**src/rtl/ext_bus_sample_fetcher_if.sv**
```systemverilog
// Bridge read bus plus audio sample stream seen by ext_bus_sample_fetcher.
// master = the fetcher's view, slave = the bridge/consumer view.
interface ext_bus_sample_fetcher_if #(
    parameter int ADDR_W = 26,
    parameter int DATA_W = 16
);
    logic [ADDR_W-1:0] bus_address;
    logic [1:0]        bus_byte_enable;
    logic              bus_read;
    logic              bus_write;
    logic [DATA_W-1:0] bus_write_data;
    logic              bus_acknowledge;
    logic [DATA_W-1:0] bus_read_data;
    logic [DATA_W-1:0] smp_data;
    logic              smp_valid;
    logic              smp_ready;

    // bus_read holds a stable bus_address until the cycle bus_acknowledge is high, and that
    // cycle carries bus_read_data; a sample moves on every cycle with smp_valid && smp_ready.
    modport master (
        output bus_address, bus_byte_enable, bus_read, bus_write, bus_write_data,
        output smp_data, smp_valid,
        input  bus_acknowledge, bus_read_data, smp_ready
    );

    modport slave (
        input  bus_address, bus_byte_enable, bus_read, bus_write, bus_write_data,
        input  smp_data, smp_valid,
        output bus_acknowledge, bus_read_data, smp_ready
    );
endinterface

```
**src/rtl/ext_bus_sample_fetcher.sv**
```systemverilog
// Fetches a run of 16-bit words over the external-bus bridge into a sample FIFO.
// Optional macro BYTE_SWAP_EN swaps the two bytes of every word pushed (big-endian stream).
module ext_bus_sample_fetcher #(
    parameter int ADDR_W         = 26,
    parameter int DATA_W         = 16,
    parameter int FIFO_DEPTH     = 16,
    parameter int TIMEOUT_CYCLES = 255
) (
    input  logic                     clk_clk,
    input  logic                     reset_reset,
    input  logic                     start,
    input  logic [ADDR_W-1:0]        start_addr,
    input  logic [15:0]              word_count,
    input  logic                     abort,
    output logic                     busy,
    output logic                     done,
    output logic                     error,
    output logic [2:0]               dbg_state_o,
    ext_bus_sample_fetcher_if.master bus_if
);
    localparam int PTR_W = $clog2(FIFO_DEPTH);
    localparam int CNT_W = PTR_W + 1;
    localparam int TMO_W = $clog2(TIMEOUT_CYCLES + 1);
    localparam logic [TMO_W-1:0] TMO_LAST = TMO_W'(TIMEOUT_CYCLES - 1);

    typedef enum logic [2:0] {S_IDLE, S_READ, S_GAP, S_STALL, S_DONE} state_t;

    state_t            state_q;
    logic [ADDR_W-1:0] addr_q;
    logic [15:0]       rem_q;
    logic [TMO_W-1:0]  tmo_q;
    logic              busy_q, done_q, error_q, read_q;

    logic [DATA_W-1:0] mem_q [FIFO_DEPTH];
    logic [PTR_W-1:0]  wr_ptr_q, rd_ptr_q;
    logic [CNT_W-1:0]  count_q;
    logic              fifo_full, push, pop;
    logic [DATA_W-1:0] push_data;

    assign fifo_full = (count_q == CNT_W'(FIFO_DEPTH));
    // abort discards an acknowledge landing in the same cycle and blocks the pop
    assign push = (state_q == S_READ) && bus_if.bus_acknowledge && !abort;
    assign pop  = bus_if.smp_ready && (count_q != '0) && !abort;

`ifdef BYTE_SWAP_EN
    assign push_data = {bus_if.bus_read_data[7:0], bus_if.bus_read_data[DATA_W-1:8]};
`else
    assign push_data = bus_if.bus_read_data;
`endif

    always_ff @(posedge clk_clk or posedge reset_reset) begin
        if (reset_reset) begin
            state_q <= S_IDLE;
            addr_q  <= '0;
            rem_q   <= '0;
            tmo_q   <= '0;
            busy_q  <= 1'b0;
            done_q  <= 1'b0;
            error_q <= 1'b0;
            read_q  <= 1'b0;
        end else begin
            done_q <= 1'b0;
            if (abort) begin
                state_q <= S_IDLE;
                busy_q  <= 1'b0;
                read_q  <= 1'b0;
                tmo_q   <= '0;
            end else begin
                unique case (state_q)
                    S_IDLE: if (start) begin
                        addr_q  <= start_addr & ~ADDR_W'(1);
                        rem_q   <= word_count;
                        error_q <= 1'b0;
                        tmo_q   <= '0;
                        busy_q  <= 1'b1;
                        if (word_count == 16'd0) begin
                            state_q <= S_DONE;
                            done_q  <= 1'b1;
                        end else if (fifo_full) begin
                            state_q <= S_STALL;
                        end else begin
                            state_q <= S_READ;
                            read_q  <= 1'b1;
                        end
                    end
                    S_READ: if (bus_if.bus_acknowledge) begin
                        addr_q <= addr_q + ADDR_W'(2);
                        rem_q  <= rem_q - 16'd1;
                        read_q <= 1'b0;
                        tmo_q  <= '0;
                        if (rem_q == 16'd1) begin
                            state_q <= S_DONE;
                            done_q  <= 1'b1;
                        end else begin
                            state_q <= S_GAP;
                        end
                    end else if (tmo_q == TMO_LAST) begin
                        error_q <= 1'b1;
                        read_q  <= 1'b0;
                        tmo_q   <= '0;
                        state_q <= S_DONE;
                        done_q  <= 1'b1;
                    end else begin
                        tmo_q <= tmo_q + TMO_W'(1);
                    end
                    S_GAP, S_STALL: if (!fifo_full) begin
                        state_q <= S_READ;
                        read_q  <= 1'b1;
                    end else begin
                        state_q <= S_STALL;
                    end
                    S_DONE: begin
                        state_q <= S_IDLE;
                        busy_q  <= 1'b0;
                    end
                    default: begin
                        state_q <= S_IDLE;
                        busy_q  <= 1'b0;
                        read_q  <= 1'b0;
                    end
                endcase
            end
        end
    end

    always_ff @(posedge clk_clk or posedge reset_reset) begin
        if (reset_reset) begin
            wr_ptr_q <= '0;
            rd_ptr_q <= '0;
            count_q  <= '0;
        end else if (abort) begin
            wr_ptr_q <= '0;
            rd_ptr_q <= '0;
            count_q  <= '0;
        end else begin
            if (push) wr_ptr_q <= wr_ptr_q + PTR_W'(1);
            if (pop)  rd_ptr_q <= rd_ptr_q + PTR_W'(1);
            count_q <= count_q + CNT_W'(push) - CNT_W'(pop);
        end
    end

    always_ff @(posedge clk_clk) begin
        if (push) mem_q[wr_ptr_q] <= push_data;
    end

    assign busy        = busy_q;
    assign done        = done_q;
    assign error       = error_q;
    assign dbg_state_o = state_q;

    assign bus_if.bus_address     = addr_q;
    assign bus_if.bus_read        = read_q;
    assign bus_if.bus_byte_enable = read_q ? 2'b11 : 2'b00;
    assign bus_if.bus_write       = 1'b0;
    assign bus_if.bus_write_data  = '0;
    assign bus_if.smp_valid       = (count_q != '0);
    assign bus_if.smp_data        = (count_q != '0) ? mem_q[rd_ptr_q] : '0;
endmodule
```
**src/flat_wrapper.sv**
```systemverilog
// flat-port wrapper written by rule: the top's interface ports become plain ports
module ext_bus_sample_fetcher_flat 
#(
    parameter int ADDR_W         = 26,
    parameter int DATA_W         = 16,
    parameter int FIFO_DEPTH     = 16,
    parameter int TIMEOUT_CYCLES = 255
)
  (clk_clk, reset_reset, start, start_addr, word_count, abort, busy, done, error, dbg_state_o, bus_if_bus_address, bus_if_bus_byte_enable, bus_if_bus_read, bus_if_bus_write, bus_if_bus_write_data, bus_if_smp_data, bus_if_smp_valid, bus_if_bus_acknowledge, bus_if_bus_read_data, bus_if_smp_ready);
  ext_bus_sample_fetcher_if #(.ADDR_W(ADDR_W), .DATA_W(DATA_W)) bus_if_i ();
  input  logic clk_clk;
  input  logic reset_reset;
  input  logic start;
  input  logic [ADDR_W-1:0] start_addr;
  input  logic [15:0] word_count;
  input  logic abort;
  output logic busy;
  output logic done;
  output logic error;
  output logic [2:0] dbg_state_o;
  output wire logic [$bits(bus_if_i.bus_address)-1:0] bus_if_bus_address;
  output wire logic [$bits(bus_if_i.bus_byte_enable)-1:0] bus_if_bus_byte_enable;
  output wire logic [$bits(bus_if_i.bus_read)-1:0] bus_if_bus_read;
  output wire logic [$bits(bus_if_i.bus_write)-1:0] bus_if_bus_write;
  output wire logic [$bits(bus_if_i.bus_write_data)-1:0] bus_if_bus_write_data;
  output wire logic [$bits(bus_if_i.smp_data)-1:0] bus_if_smp_data;
  output wire logic [$bits(bus_if_i.smp_valid)-1:0] bus_if_smp_valid;
  input wire logic [$bits(bus_if_i.bus_acknowledge)-1:0] bus_if_bus_acknowledge;
  input wire logic [$bits(bus_if_i.bus_read_data)-1:0] bus_if_bus_read_data;
  input wire logic [$bits(bus_if_i.smp_ready)-1:0] bus_if_smp_ready;
  assign bus_if_bus_address = bus_if_i.bus_address;
  assign bus_if_bus_byte_enable = bus_if_i.bus_byte_enable;
  assign bus_if_bus_read = bus_if_i.bus_read;
  assign bus_if_bus_write = bus_if_i.bus_write;
  assign bus_if_bus_write_data = bus_if_i.bus_write_data;
  assign bus_if_smp_data = bus_if_i.smp_data;
  assign bus_if_smp_valid = bus_if_i.smp_valid;
  assign bus_if_i.bus_acknowledge = bus_if_bus_acknowledge;
  assign bus_if_i.bus_read_data = bus_if_bus_read_data;
  assign bus_if_i.smp_ready = bus_if_smp_ready;
  ext_bus_sample_fetcher #(.ADDR_W(ADDR_W), .DATA_W(DATA_W), .FIFO_DEPTH(FIFO_DEPTH), .TIMEOUT_CYCLES(TIMEOUT_CYCLES)) u_core (.clk_clk(clk_clk), .reset_reset(reset_reset), .start(start), .start_addr(start_addr), .word_count(word_count), .abort(abort), .busy(busy), .done(done), .error(error), .dbg_state_o(dbg_state_o), .bus_if(bus_if_i));
endmodule
```
**config.mk**
```make
export PLATFORM = sky130hd
export DESIGN_NAME = ext_bus_sample_fetcher_flat
export DESIGN_NICKNAME = d
export VERILOG_FILES = /design/src/rtl/ext_bus_sample_fetcher_if.sv /design/src/rtl/ext_bus_sample_fetcher.sv /design/src/flat_wrapper.sv
export SDC_FILE = /design/constraint.sdc
export NUM_CORES = 1
export LEC_CHECK = 0
export BUFFER_PORTS_ARGS = -buffer_cell sky130_fd_sc_hd__buf_4
export CAP_MARGIN = 5
export CORE_UTILIZATION = 35
export CTS_BUF_LIST = sky130_fd_sc_hd__clkbuf_16
export DETAILED_ROUTE_END_ITERATION = 12
export PLACE_DENSITY = 0.48
export SLEW_MARGIN = 20
export SYNTH_ARGS = -nofsm -noshare
export SYNTH_HDL_FRONTEND = slang
export SYNTH_SLANG_ARGS = --single-unit
export TNS_END_PERCENT = 50
```
**constraint.sdc**
```tcl
create_clock -name clk_clk -period 3.21 [get_ports clk_clk]
set_input_delay 0.1605 -clock clk_clk [delete_from_list [all_inputs] [get_ports clk_clk]]
set_output_delay 0.1605 -clock clk_clk [all_outputs]
set_load 0.02 [all_outputs]
```
* Yosys cells after proc, flatten, opt, wreduce, memory -nomap -nowiden
Memory sizes are Yosys's and may differ from the RTL's.
Cells that the tools add are included.
** Operators by class
- Add/subtract/negate cells :: 7
- Equality and inequality tests :: 16
- Muxes and demuxes :: 49
- Bitwise operators :: 1
- Reduce and logical (&&, ||, !) cells :: 20
** Operators with widths (count)
- $mux 26 :: 2
- $pmux 26 s2 :: 1
- $mux 16 :: 3
- $mux 8 :: 4
- $pmux 16 s2 :: 1
- $add 26x2->26 const B :: 1
- $mux 1 :: 19
- $mux 3 :: 6
- $eq 16x1->1 const B :: 1
- $logic_not 16->1 :: 1
- $mux 4 :: 4
- $pmux 8 s2 :: 1
- $sub 16x1->16 const B :: 1
- $ne 2x2->1 const B :: 5
- $pmux 3 s3 :: 1
- $add 4x1->4 const B :: 2
- $add 8x1->8 const B :: 1
- $eq 8x8->1 const B :: 1
- $reduce_and 4->1 :: 2
- $eq 3x2->1 const B :: 2
- $ne 3x3->1 const B :: 2
- $pmux 1 s2 :: 3
- $reduce_and 2->1 :: 3
- $reduce_bool 2->1 :: 3
- other kinds (19) :: 23
** Word-level totals
- Bits in registers :: 70
- Bits in writable memories :: 256
- Bits of input ports :: 64
- Output and inout bits :: 69
- Logic and storage cells :: 105
- Memories kept :: 1
** Memories
- u_core.mem_q :: depth 16, bits a word 16, rd ports 1, clocked after memory_dff 0, write ports 1, RTL line ext_bus_sample_fetcher.sv:34 : logic [DATA_W-1:0] mem_q [FIFO_DEPTH];

* Depth between registers and ports, before layout
Gate-level depths: netlist of the first run.
- Depth after elaboration :: 6
- Mapped depth :: 15
- Gate-level depth less buffers :: 14

* Least setup slack after synthesis of the first run
Ideal clock, no wire load.
- Path kind :: reg2reg
- Start point :: register u_core.count_q[3]
- End point :: register u_core.count_q[4]
- Arrival time :: 2.736 ns
- Required time :: 3.075 ns
- Setup slack :: 0.340 ns
- Stages on the path, launching flop included :: 16
- Path buffers :: 1
- Clock period less this slack :: 2.870 ns
- Path through :: dfrtp_1 > inv_1 > ha_1 > or4b_1 > clkbuf_1 > nand2_1 > nor2_1 > ha_1 > inv_1 > ha_1 > inv_1 > fa_1 > nor2b_1 > o21bai_1 > a21oi_1 > nor3b_1
** Between the ends
- Word-level cells in the longest chain between the ends :: 5
- Elaborated cells on any way between the ends :: 6
** Ends and longest elaborated chain
- start, declared :: RTL line ext_bus_sample_fetcher.sv:36 : logic [CNT_W-1:0] count_q;
- start signal, assigned :: RTL line ext_bus_sample_fetcher.sv:138 : count_q <= count_q + CNT_W'(push) - CNT_W'(pop);
- $reduce_bool 5->1
- named net bus_if_smp_valid :: RTL line flat_wrapper.sv:27 : output wire logic [$bits(bus_if_i.smp_valid)-1:0] bus_if_smp_valid;
- $logic_and 1x1->1 (2 in a row) :: RTL line ext_bus_sample_fetcher.sv:43 : assign pop = bus_if.smp_ready && (count_q != '0) && !abort;
- $sub 5x1->5 :: RTL line ext_bus_sample_fetcher.sv:138
- $mux 5 :: RTL line ext_bus_sample_fetcher.sv:131 : end else if (abort) begin
The timed path passes the listed nets, and every way through them passes these cells.
A chain may end at the register's enable or synchronous reset.

* Worst setup path in the final report of the first run
- Start point :: register u_core.count_q[2]
- End point :: output port bus_if_smp_data[8]
** Between the ends
- Word-level cells in the longest chain between the ends :: 2
** Ends and longest elaborated chain
- $reduce_bool 5->1 :: RTL line ext_bus_sample_fetcher.sv:157 : assign bus_if.smp_data = (count_q != '0) ? mem_q[rd_ptr_q] : '0;
- $mux 16 :: RTL line ext_bus_sample_fetcher.sv:157
- end, declared :: RTL line flat_wrapper.sv:26 : output wire logic [$bits(bus_if_i.smp_data)-1:0] bus_if_smp_data;
No other way between the ends.

==> metrics.txt, run 1 <==
top post-synthesis cells by area=edfxtp_1, dfrtp_1, mux4_2, mux2i_1, a21oi_1; Cells after Synth=950; RSZ-0062 raised after global routing=no; htree depth=2; chip width=204.7 µm; top-count cell post-synth=edfxtp_1; Routed Antenna Nets=0; I/O pins=133; Lkg Pwr=0.006161 µW; gr ovfl total=0; flops & latches, synth=325; TritonRoute pass-1 iters=4; Clk pwr share=31.0%; vias in the first global route=9075; Post-Syn Area=0.01438 mm²; pwr dens=770.3 mW/mm²; EDFF count, synth=256; VDD IR-drop max=464.3 µV; FMAX=0.3508 GHz; DP HPWL=22950 µm; Net Sw Frac=32.63%; Unique masters post-synth=70; Wirelength per Cell=21.87 µm; cell mode on critical path=buf_4; proportion of layout cells with a drive suffix above 1=24.74%; CP max stage cell=or4b_1; via count=8972; Starting Density=35.87%; CP max stage delay=0.46 ns; Post-Layout Cell Count=1690; endpoint class of the critical path=primary output; Startpoint Class=register; Required @ worst endpoint=3.05 ns; row count=73; Worst slew margin=34.88%; CTS buffer count=37; Fill cells=3629; final wirelength=36960 µm; Crit Path Class=reg2out; initial antenna violation count=1; residual DRC count=0; final instance area=0.01766 mm²; Yosys top cell area share=53.45%; top_reg_cell synth=edfxtp_1; Post-synth ARST share=21.23%; worst slew pin tran=0.9769 ns; Post-CTS Setup Inserts=0; synthesis-to-layout area growth=22.80%; crit-path max FO=16; CTS tree=built; Root Driver=clkbuf_16; GRT Overall Usage=18.00%; Final Cycle Share=88.81%; FF/Latch Area=0.009420 mm²; Pins Over Slew Limit=0; worst skew pair latency=0.56 ns; sequential area share after synthesis=65.45%; Worst-path clk slew=0.06 ns; Die H=204.7 µm; Core Footprint=0.04010 mm²; Reg power frac=39.8%; Hold WS=0.02470 ns; max-cap violation count=0; vias per cell=5.309; Syn Area/Cell=15.14 µm²; buffer depth of the longest clock path=3; Port Buffers=113; Min Clock Period, post-route=2.851 ns; CP cell instances=inv_1 > ha_1 > or4b_1 > buf_4 > nand2b_1 > buf_4 > o22ai_1 > buf_4; Logic pwr share=29.2%; GPL Wtd Cong=0.7655; post-synth top area cell=edfxtp_1; Num Clock Sinks=325; placed cell area=0.01597 mm²; Psw=4440 µW; Final Hold Viols=0; first-pass GRT wire length=55960 µm; cts repair resizes=0; Worst Path Arrival=2.69 ns; Multi-input gate area=0.004553 mm²; outcome=complete, no violations; CTS hold repair buffers=48; Placed Instances=1573; Int Pwr=9165 µW; Final Skew=0.01314 ns; Hold Crit Class=in2reg; largest net degree at the start of global routing=74; Pwr Total=13600 µW; TNS Setup=0 ns; detailed router's first-iteration violation count=574; yosys warns=0; Post-synth top cells=edfxtp_1, dfrtp_1, mux4_2; setup violators final=0; Die ar.=0.04191 mm²; # nets final=1216
## per-stage QoR
| step | worst slack, ns | utilization [%] |
|---|---|---|
| finish | 0.3592 | 44.05 |
| global route | 0.1093 | 44.05 |
| CTS | 0.2772 | 44.04 |
| detailed placement | 0.3853 | 39.82 |
| global placement | 0.4502 | 39.82 |
| floorplan | 0.3396 | - |
## sequential cells by signal, indices dropped and copies added, names as in the netlist
signal / flops
u_core.bus_if.bus_address: 25
u_core.bus_if.bus_read: 1
u_core.busy: 1
u_core.count_q: 5
u_core.dbg_state_o: 3
u_core.done: 1
u_core.error: 1
u_core.mem_q: 256
u_core.rd_ptr_q: 4
u_core.rem_q: 16
u_core.tmo_q: 8
u_core.wr_ptr_q: 4
## cell usage in the layout, fill, tap and decap left out, drive strengths merged, types with 6 or more instances in the layout
cell,synthesis,routed
edfxtp,256,256
buf,50,158
dfrtp,69,69
mux4,64,64
dlygate4sd3,0,48
a21oi,42,42
nor2,41,41
clkbuf,27,38
inv,22,37
mux2i,35,35
nand2,33,33
o21ai,33,33
nand3,31,31
o22ai,24,24
nor3,20,20
nor4,19,19
conb,1,18
and2,18,18
nand4,16,16
ha,16,16
clkinv,1,12
and4,9,9
and3,9,9
a311oi,7,7
o21bai,6,6
a211oi,6,6
## routing by layer
layer	GRT usage (%)	part of all wire (%)
met1	25.13	45
met2	28.32	48
met3	2.864	4.6
met4	6.450	2.3
met5	0	0
## kinds of logic (layout without fill, tap and decap cells)
| kind of cell | count (synthesis) | after routing | synth area share (%) |
|---|---|---|---|
| compound gates | 168 | 168 | 7.699 |
| other cells | 1 | 19 | 0.02607 |
| xor+xnor | 8 | 8 | 0.4872 |
| flops | 325 | 325 | 65.45 |
| simple gates | 232 | 232 | 8.961 |
| fa+ha+maj | 17 | 17 | 1.531 |
| buf+inv | 100 | 297 | 3.384 |
| mux | 99 | 99 | 12.46 |
## layout make-up
| cell class | instances | area share (%) |
|---|---|---|
| multi-input cells | 542 | 25.78 |
| repair buffers | 206 | 9.790 |
| diodes | 1 | 0.01417 |
| clock inverters | 30 | 1.488 |
| clock buffers | 38 | 5.384 |
| inverters | 23 | 0.4888 |
| well taps | 525 | 3.719 |
| flip-flops and latches | 325 | 53.34 |
## critical path, delay by kind of cell, from the launching register on
family                   cells  cell delay, ns
adder cells (fa/ha/maj)      1            0.16
AO/OA/AOI/OAI                1            0.27
AND/OR/NAND/NOR              2            0.53
flip-flops                   1            0.39
buffers and inverters        4            0.80
## worst paths after layout
kind / end / depth (start not counted) / slack, ns / from
max in group asynchronous: u_core.rem_q[13]$_DFFE_PP0P_ / 4 / 2.00 / reset_reset
worst max register to register: u_core.count_q[4]$_DFF_PP0_ / 14 / 0.40 / u_core.count_q[2]$_DFF_PP0_
worst min-delay path: u_core.bus_if.bus_address[16]$_DFFE_PP0P_ / 3 / 0.02 / start_addr[16]
worst min register to register: u_core.tmo_q[7]$_DFFE_PP0P_ / 1 / 0.47 / u_core.tmo_q[7]$_DFFE_PP0P_
min in group asynchronous: u_core.rd_ptr_q[0]$_DFFE_PP0P_ / 3 / 0.33 / reset_reset
worst max-delay path: bus_if_smp_data[8] / 8 / 0.36 / u_core.count_q[2]$_DFF_PP0_
## power groups by stage
stage | clock network [µW] | logic [µW] | registers (µW)
floorplan | 0 | 2560 | 5480
global placement | 0 | 3960 | 5480
detailed placement | 0 | 3980 | 5480
CTS | 4330 | 4030 | 5410
global route | 4480 | 4350 | 5480
finish | 4220 | 3980 | 5410
(Power assumes the default switching activity.)
==> run 2, diff against run 1 <==
--- a/config.mk
+++ b/config.mk
@@ -7,10 +7,10 @@
 export LEC_CHECK = 0
 export BUFFER_PORTS_ARGS = -buffer_cell sky130_fd_sc_hd__buf_4
 export CAP_MARGIN = 5
-export CORE_UTILIZATION = 35
+export CORE_UTILIZATION = 30
 export CTS_BUF_LIST = sky130_fd_sc_hd__clkbuf_16
 export DETAILED_ROUTE_END_ITERATION = 12
-export PLACE_DENSITY = 0.48
+export PLACE_DENSITY = 0.42
 export SLEW_MARGIN = 20
 export SYNTH_ARGS = -nofsm -noshare
 export SYNTH_HDL_FRONTEND = slang
==> metrics.txt, run 2 (synthesized netlist as in run 1, its figures left out) <==
CP max stage delay=0.48 ns; detailed router's first-iteration violation count=566; CP bufs+invs=3; Worst slew margin=37.77%; max reg flops=256; CTS hold repair buffers=52; Clk pwr share=32.0%; Startpoint Class=register; largest reg by FF count=u_core.mem_q; DP HPWL=23610 µm; Pins Over Slew Limit=0; FMAX=0.3289 GHz; CP cell instances=inv_1 > ha_1 > or4b_1 > buf_4 > nand2_1 > o22ai_1 > buf_4; Psw=4486 µW; Final Cycle Share=94.72%; cell mode on critical path=buf_4; I/O pins=133; Min Clock Period, post-route=3.040 ns; RSZ-0062 raised after global routing=no; Worst Hold Path Cells=4; Hold Crit Class=in2reg; Routed Antenna Nets=0; # nets final=1219; Die ar.=0.04882 mm²; Pwr Total=13890 µW; Int Pwr=9404 µW; setup violators final=0; commonest non-fill, non-tap cell in the layout=edfxtp_1; crit-path max FO=10; worst slew pin tran=0.9335 ns; Final Skew=0.01005 ns; WP depth=7; Num Clock Sinks=325; synthesis-to-layout area growth=24.35%; htree depth=2; min-delay src=start_addr[25]; Wirelength per Cell=21.81 µm; initial antenna violation count=0; via count=8984; Reg power frac=39.2%; CTS tree=built; cts repair resizes=0; vias per cell=5.067; final wirelength=38680 µm; CP max stage cell=nand2_1; Hold Path End=u_core.bus_if.bus_address[25]$_DFFE_PP0P_; most frequent cells in the layout=edfxtp_1, buf_4, dfrtp_1; max-cap violation count=0; Crit Path Class=reg2out; Worst R2R Start=u_core.count_q[2]$_DFF_PP0_; CTS buffer count=38; Logic pwr share=28.8%; GRT Overall Usage=16.03%; Required @ worst endpoint=3.05 ns; Fill cells=4447; Port Buffers=113; Post-CTS Setup Inserts=0; chip width=221.0 µm; largest net degree at the start of global routing=74; Hold WS=0.03466 ns; Crit Reg-Reg Endpoint=u_core.count_q[4]$_DFF_PP0_; post-layout util=38.09%; first-pass GRT wire length=58910 µm; Die H=221.0 µm; Core Footprint=0.04695 mm²; CP top delay family=simple AND/OR/NAND/NOR gates; R2R cell count=14; vias in the first global route=9250; Final Hold Viols=0; Reg2Reg Setup Slack=0.40 ns; VDD IR-drop max=465.0 µV; Worst-path clk slew=0.06 ns; ANT cells=0; row count=79; Critical Path Source=u_core.count_q[2]$_DFF_PP0_; endpoint class of the critical path=primary output; Worst Path Arrival=2.88 ns; worst skew pair latency=0.55 ns; gr ovfl total=0; Lkg Pwr=0.006206 µW; GPL Wtd Cong=0.7556; pwr dens=776.6 mW/mm²; residual DRC count=0; proportion of layout cells with a drive suffix above 1=25.21%; TNS Setup=0 ns; outcome=complete, no violations; Starting Density=30.63%; TritonRoute pass-1 iters=5; Net Sw Frac=32.29%; Root Driver=clkbuf_16; buffer depth of the longest clock path=3
-- run 2: changes by cell type in the layout (fill, tap and decap cells not counted), moves of 2 or more --
| cell | previous run | this run |
|---|---|---|
| buf_4 | 153 | 149 |
| bufinv_16 | 4 | 6 |
| clkinv_1 | 10 | 7 |
| clkinv_2 | 1 | 8 |
| dlygate4sd3_1 | 48 | 52 |
| inv_1 | 32 | 27 |
| inv_6 | 3 | 1 |
-- run 2: worst max path at each step --
stage,slack [ns],end
2_1_floorplan,0.34,u_core.count_q[4]$_DFF_PP0_
3_5_place_dp,0.39,u_core.count_q[4]$_DFF_PP0_
3_3_place_gp,0.42,u_core.count_q[4]$_DFF_PP0_
4_1_cts,0.15,bus_if_smp_data[14]
6_report,0.17,bus_if_smp_data[14]
5_1_grt,0.06,bus_if_smp_data[14]
-- run 2: power by group through the flow --
stage	combinational [µW]	clock [µW]	sequential, µW
final	4000	4440	5450
after global routing	4350	4750	5530
after CTS	4060	4610	5450
after detailed placement	4000	0	5530
after global placement	3980	0	5530
after floorplan	2560	0	5480
-- run 2: layout make-up --
cell class                      instances  area (µm²)  area share [%]
Inverter                               23       86.33          0.4827
Clock inverter                         29       302.8           1.693
Multi-Input combinational cell        542        4553           25.46
Sequential cell                       325        9420           52.67
Clock buffer                           39       975.9           5.457
Timing Repair Buffer                  208        1787           9.990
Tap cell                              607       759.5           4.247
-- run 2: worst reg2reg max path, cell delays in order (launching register included) --
cell	delay [ns]
dfrtp_1	0.38
inv_1	0.08
ha_1	0.16
or4b_1	0.45
nand2_1	0.13
nor2_1	0.06
ha_1	0.28
inv_1	0.06
ha_1	0.16
inv_1	0.06
fa_1	0.37
nor2b_1	0.17
o21bai_1	0.10
nand3_1	0.08
nor3b_1	0.18
-- run 2: through the flow --
step           setup slack, ns  std cells  area (µm²)
3_3_place_gp            0.4223       1652       16060
6_report                0.1696       1773       17880
2_1_floorplan           0.3396        967       14450
3_5_place_dp            0.3918       1652       16060
4_1_cts                 0.1525       1772       17860
5_1_grt                0.06073       1773       17880
-- run 2: metal layers --
layer | track usage (%) | vias to the layer above | routed length, µm
li1 | - | 4134 | -
met1 | 21.86 | 4595 | 17420
met2 | 26.32 | 205 | 19050
met3 | 2.364 | 50 | 1457
met4 | 5.030 | 0 | 753
met5 | 0 | - | 0
